### src/rtl/collision_responder_pkg.sv
// collision_pkg: shared types, state encoding and score table for collision_responder.
package collision_pkg;

    typedef logic [1:0] ball_type_t;

    typedef enum logic [1:0] {S_RUN, S_SPLIT, S_GAME_OVER} state_t;

    localparam logic [1:0] LIVES_MAX = 2'd3;

    localparam logic [7:0] POINTS [4] = '{8'd10, 8'd20, 8'd50, 8'd100};

endpackage

### src/rtl/collision_responder_immortal_timer.sv
// immortal_timer: loadable down-counter ticking once per frame; nonzero flags an active window.
module immortal_timer #(
    parameter int FRAMES = 120
) (
    input  logic clk,
    input  logic resetN,
    input  logic tick,
    input  logic load,
    output logic nonzero
);
    localparam int W = $clog2(FRAMES + 1);

    logic [W-1:0] cnt_q, cnt_d;

    always_comb cnt_d = load ? W'(FRAMES) : (tick && cnt_q != '0) ? cnt_q - W'(1) : cnt_q;

    always_ff @(posedge clk or negedge resetN)
        if (!resetN) cnt_q <= '0;
        else         cnt_q <= cnt_d;

    assign nonzero = (cnt_q != '0);

endmodule

### src/rtl/collision_responder.sv
// collision_responder: latches per-frame collision levels and applies lives/score/immortality/split effects on startOfFrame.
// Build option EXTRA_LIFE_PRESENT_EN: a present grants one life (max 3) instead of an immortality window.
module collision_responder
    import collision_pkg::*;
#(
    parameter int IMMORTAL_FRAMES = 120,
    parameter int LIVES_INIT      = 3,
    parameter int SCORE_W         = 16
) (
    input  logic               clk,
    input  logic               resetN,
    input  logic               startOfFrame,
    input  logic               col_player_ball,
    input  logic               col_rope_ball,
    input  logic [1:0]         col_ball_type,
    input  logic               col_present,
    input  logic               split_ack,
    output logic               split_req,
    output logic [1:0]         split_type,
    output logic               rope_retract,
    output logic [SCORE_W-1:0] score,
    output logic [1:0]         lives,
    output logic               immortal,
    output logic               game_over
);
    state_t             state_q, state_d;
    logic               player_f_q, player_f_d, rope_f_q, rope_f_d, present_f_q, present_f_d;
    ball_type_t         rope_type_q, rope_type_d;
    logic               split_req_q, split_req_d;
    ball_type_t         split_type_q, split_type_d;
    logic               rope_retract_q, rope_retract_d;
    logic [SCORE_W-1:0] score_q, score_d;
    logic [1:0]         lives_q, lives_d;
    logic               game_over_q, game_over_d;
    logic               eval, hit, rope_keep, tmr_load, immortal_w;
    logic [SCORE_W:0]   score_sum;

    immortal_timer #(.FRAMES(IMMORTAL_FRAMES)) u_timer (
        .clk     (clk),
        .resetN  (resetN),
        .tick    (eval),
        .load    (tmr_load),
        .nonzero (immortal_w)
    );

    always_comb begin
        state_d        = state_q;
        player_f_d     = player_f_q;
        rope_f_d       = rope_f_q;
        present_f_d    = present_f_q;
        rope_type_d    = rope_type_q;
        split_req_d    = split_req_q;
        split_type_d   = split_type_q;
        rope_retract_d = 1'b0;
        score_d        = score_q;
        lives_d        = lives_q;
        game_over_d    = game_over_q;
        eval           = startOfFrame && state_q != S_GAME_OVER;
        hit            = eval && player_f_q && !immortal_w;
        tmr_load       = hit;
        score_sum      = {1'b0, score_q} + (SCORE_W + 1)'(POINTS[rope_type_q]);
        // rope hits survive the frame boundary while a split is still pending
        rope_keep      = rope_f_q && !(eval && state_q == S_RUN);
        if (state_q != S_GAME_OVER) begin
            player_f_d  = (player_f_q && !eval) || col_player_ball;
            present_f_d = (present_f_q && !eval) || col_present;
            rope_f_d    = rope_keep || col_rope_ball;
            rope_type_d = (col_rope_ball && !rope_keep) ? col_ball_type : rope_type_q;
        end
        if (hit) begin
            lives_d        = lives_q - 2'd1;
            rope_retract_d = 1'b1;
            if (lives_d == 2'd0) begin
                game_over_d = 1'b1;
                split_req_d = 1'b0;
                state_d     = S_GAME_OVER;
            end
        end
        if (eval && present_f_q && !game_over_d) begin
`ifdef EXTRA_LIFE_PRESENT_EN
            lives_d = (lives_d < LIVES_MAX) ? lives_d + 2'd1 : lives_d;
`else
            tmr_load = 1'b1;
`endif
        end
        if (eval && state_q == S_RUN && rope_f_q && !game_over_d) begin
            score_d        = score_sum[SCORE_W] ? '1 : score_sum[SCORE_W-1:0];
            rope_retract_d = 1'b1;
            if (rope_type_q != 2'd0) begin
                split_type_d = rope_type_q - 2'd1;
                split_req_d  = 1'b1;
                state_d      = S_SPLIT;
            end
        end
        if (state_q == S_SPLIT && split_ack && !game_over_d) begin
            split_req_d = 1'b0;
            state_d     = S_RUN;
        end
    end

    always_ff @(posedge clk or negedge resetN) begin
        if (!resetN) begin
            state_q        <= S_RUN;
            player_f_q     <= 1'b0;
            rope_f_q       <= 1'b0;
            present_f_q    <= 1'b0;
            rope_type_q    <= 2'd0;
            split_req_q    <= 1'b0;
            split_type_q   <= 2'd0;
            rope_retract_q <= 1'b0;
            score_q        <= '0;
            lives_q        <= 2'(LIVES_INIT);
            game_over_q    <= 1'b0;
        end else begin
            state_q        <= state_d;
            player_f_q     <= player_f_d;
            rope_f_q       <= rope_f_d;
            present_f_q    <= present_f_d;
            rope_type_q    <= rope_type_d;
            split_req_q    <= split_req_d;
            split_type_q   <= split_type_d;
            rope_retract_q <= rope_retract_d;
            score_q        <= score_d;
            lives_q        <= lives_d;
            game_over_q    <= game_over_d;
        end
    end

    assign split_req    = split_req_q;
    assign split_type   = split_type_q;
    assign rope_retract = rope_retract_q;
    assign score        = score_q;
    assign lives        = lives_q;
    assign immortal     = immortal_w;
    assign game_over    = game_over_q;

endmodule

### config.mk
export PLATFORM = sky130hd
export DESIGN_NAME = collision_responder
export DESIGN_NICKNAME = d
export VERILOG_FILES = /design/src/rtl/collision_responder_pkg.sv /design/src/rtl/collision_responder_immortal_timer.sv /design/src/rtl/collision_responder.sv
export SDC_FILE = /design/constraint.sdc
export NUM_CORES = 1
export LEC_CHECK = 0
export ABC_AREA = 1
export CAP_MARGIN = 10
export CORE_MARGIN = 4
export CORE_UTILIZATION = 49
export CTS_BUF_LIST = sky130_fd_sc_hd__clkbuf_4 sky130_fd_sc_hd__clkbuf_8
export DETAILED_ROUTE_END_ITERATION = 10
export MAX_ROUTING_LAYER = met4
export PLACE_DENSITY = 0.83
export SYNTH_ARGS = -nofsm -noshare
export SYNTH_HDL_FRONTEND = slang
export SYNTH_SLANG_ARGS = --single-unit
### constraint.sdc
create_clock -name clk -period 6.3 [get_ports clk]
set_input_delay 1.575 -clock clk [delete_from_list [all_inputs] [get_ports clk]]
set_output_delay 1.575 -clock clk [all_outputs]
set_load 0.01 [all_outputs]
==> results.txt <==
The flow ran to the end, and the final reports show no timing, DRC or antenna violations. The highest cell delay on the worst timing path came out at roughly 0.48 ns. The count of mapped cells out of synthesis came out at between 200 and 300. The number of max-cap violations is 0. TritonCTS built the clock tree. The total power density per cell area came out at between 150 and 200 nW/um2.

The worst slew margin relative to its limit came out at 39.4%. After detailed routing, the number of vias per cell comes to around 5.1. The largest net degree at the start of global routing came out at 38. Traced cell by cell, the critical path runs through inv_1 -> ha_1 -> nand2_1 -> nor2_4 -> inv_1 -> clkdlybuf4s50_1. Across all register-to-register paths, the minimum setup slack is 4.03 ns. In this run the clock root is driven by a sky130_fd_sc_hd__clkbuf_8. The highest clock rate is roughly 300 MHz. The multi-input combinational cells in the finished layout cover a total of ~1100 um2. The fraction of post-synthesis cell area in the top cell type by area came out at 39.3%. The required time at the endpoint of the critical path came out at 4.72 ns. The number of buffers created by CTS is 5. The overflow left after global routing came out at 0. The insertion delay of the later-clocked pin in the worst-skew pair came out at between 0.2 and 0.3 ns. The slowest stage of the critical path belongs to the cell sky130_fd_sc_hd__clkdlybuf4s50_1. The overall routing resource usage is around 20%.

The clock sink total came out at 37. The leakage power of the design came out at about 0.0014 uW. The count of flip-flops with a built-in enable after synthesis came out at 0.

The number of antenna diodes is 0. The area taken by flip-flops and latches is a little over 900 um2. After layout, the worst path uses a little over half of the clock period. The capturing instance or port of the critical path is immortal.

The count of different cell masters after synthesis came out at 31. The kind of start point of the critical path is a flop. The antenna violation net count after detailed routing is 0. Port buffering added 32 buffers.

The count of hold-fix buffers inserted at cts came out at 0. The top cell type by total area after synthesis is sky130_fd_sc_hd__dfrtp_1. For this configuration, the core starts out at a cell density of 50.9%.

The worst setup path is of the reg -> out kind. The clock tree skew after final layout came out at roughly 0.0042 ns. In the synthesized netlist the async set-or-reset flop fraction comes to 100%. The die boundary height is roughly 75 um.

The average wire per standard cell is approximately 12 um. The worst path in the final design needs a cycle of around 3.3 ns, including I/O delays and setup. In this run the worst setup path begins at u_timer.cnt_q[0]. The total I/O pin count came out at 33.

The die footprint came out at around 5700 um2. In this run, post-CTS repair resized a total of 0 instances. The weighted congestion reported at the end of routability-driven placement came out at 0.949.

The synthesized area per cell is around 7.7 um2. The final total negative setup slack came out at 0 ns. The initial DRC count is 90.

The final layout contains ~350 nets. Setup repair after global routing left no endpoint under its margin. The count of unresolved DRC violations after routing came out at 0.

The number of antenna violations at the first check in global routing came out at 0. The cell area that synthesis handed to floorplanning was approximately 2200 um2. The core region is roughly 4400 um2.

The transition time at the pin with the least slew margin is 0.910 ns. The HPWL after detailed placement is between 3000 and 4000 um. The worst hold path belongs to the class reg -> reg.

The overall die width came out at 75.5 um. The number of buffers inserted by post-CTS setup repair came out at 0. The critical path data arrival time is around 1.8 ns. Clock-pin slew was measured on the worst setup and hold paths at approximately 0.070 ns. The flop and latch count out of synthesis is 37.

The power consumption is between 400 and 500 uW. By instance count, the cell type seen most on the critical path is sky130_fd_sc_hd__inv_1. The critical register-to-register path startpoint is rope_type_q[0]. The number of hold violations in the final report came to 0. The share of the yosys chip area belonging to registers is 41.6%. The initialized floorplan defines 24 standard-cell rows.

The largest driver fanout on the critical path is 5. Among all flip-flop cells after synthesis, the most frequent one is sky130_fd_sc_hd__dfrtp_1. In the final layout, the share of cells above drive strength 1 is 7.90%. The type of destination of the critical path is an output port.

The first global-routing pass estimated between 8000 and 9000 um of wire. By area the synthesized netlist is led by sky130_fd_sc_hd__dfrtp_1 (39%), sky130_fd_sc_hd__nand2_1 (16%), sky130_fd_sc_hd__inv_1 (6.6%), sky130_fd_sc_hd__ha_1 (6.2%), sky130_fd_sc_hd__nand3_1 (5.6%). Counting cells, the worst reg-to-reg path comes to 11. The post-detailed-routing wire length came out at roughly 4700 um. The total via count after detailed routing is around 1900. The via count of the first global-routing pass is about 1900. Among all cell types in the netlist, the one instantiated most often is sky130_fd_sc_hd__nand2_1. Counting along the longest clock path gives a buffer depth of 2. The final setup violation count is 0. In this run the critical register-to-register path is captured at score[9].

The signed area change from the synthesized netlist to the final layout came out at 21.2%. During synthesis, Yosys emitted a total of 0 warnings. The maximum level of the CTS H-tree is 2. The fill cell instance count of the final layout came out at between 300 and 400. The first detailed-routing pass ran for 5 iterations.

The final-report max-slew violation count came to 0. In the synthesized netlist, the cells that appear most often are sky130_fd_sc_hd__nand2_1 (96), sky130_fd_sc_hd__inv_1 (39), sky130_fd_sc_hd__dfrtp_1 (35), sky130_fd_sc_hd__nand3_1 (25), sky130_fd_sc_hd__nor2_1 (15). Across the VDD grid, the largest voltage drop is 0.000140 V. Synthesis produced a netlist with a net count of around 310.
==> power breakdown <==
part           leakage (uW)  switching [uW]  internal (uW)
registers          0.000453               0            237
clock network     0.0000586            84.6            122
logic              0.000865            5.21           3.98
total               0.00138            89.8            363
==> per-layer routing <==
metal  track usage, %  wire, um
met4             7.96        72
met2             32.4      2260
met1             23.7      2130
met3             4.49       222
met5                -         0
==> per-stage QoR <==
stage | setup WS, ns | cell area, um2 | instances | hold slack (ns) | util, %
global placement | 3.13 | 2590 | 373 | 0.453 | 59.1
CTS | 2.94 | 2700 | 381 | 0.478 | 61.7
detailed placement | 3.06 | 2590 | 373 | 0.458 | 59.1
global route | 2.78 | 2700 | 381 | 0.502 | 61.7
finish | 2.96 | 2700 | 381 | 0.472 | 61.7
floorplan | 3.79 | 2230 | 291 | 0.461 | -
==> area by class of cell <==
class                           instances  area share, %
Clock buffer                            6           2.82
Sequential cell                        37           34.3
Inverter                               41           5.78
Multi-Input combinational cell        211           41.7
Timing Repair Buffer                   32           11.7
Clock inverter                          2           1.30
Tap cell                               52           2.41
==> registers in the layout, indices dropped and copies added (netlist names), 2 cells and up <==
signal / flops
rope_type_q: 2
lives: 2
state_q: 2
score: 16
split_type: 2
u_timer.cnt_q: 7
==> cell families after synthesis <==
logic type                 count (synthesis)  synth area share [%]
adders and majority gates                 12                  7.07
xor gates and xnor gates                   8                  3.14
AOI/OAI and AO/OA                         26                  6.17
and+or+nand+nor                          165                  34.2
buffers and inverters                     43                  7.85
DFF                                       37                  41.6
==> worst min-delay path by stage <==
stage / startpoint / end / cells past startpoint
6_report: score[0] / score[0] / 2
5_1_grt: score[0] / score[0] / 2
4_1_cts: score[0] / score[0] / 2
3_5_place_dp: score[0] / score[0] / 2
3_3_place_gp: score[0] / score[0] / 2
2_1_floorplan: rope_f_q / rope_f_q / 2
==> worst max-delay path, delay by kind of cell, from the launching register on <==
family	cells	cell delay (ns)
and+or+nand+nor	2	0.28
buffers and inverters	3	0.66
adders and majority gates	1	0.16
DFF	1	0.38
==> placed cells by master (no fill, tap or decap), drive strengths merged <==
cell           count
or2                2
nand2            101
ha                11
nor2              20
nor3               5
o21ai             10
dfrtp             35
nor4               1
fa                 1
nor3b              1
nand3             27
and2               1
nand3b             5
a21oi             13
nand4              2
bufinv             1
a21boi             2
o21bai             1
clkbuf             7
clkdlybuf4s50     31
dfstp              2
inv               41
clkinv             1
xnor2              5
xor2               3
No activity file was read; power rests on OpenSTA's default activity.
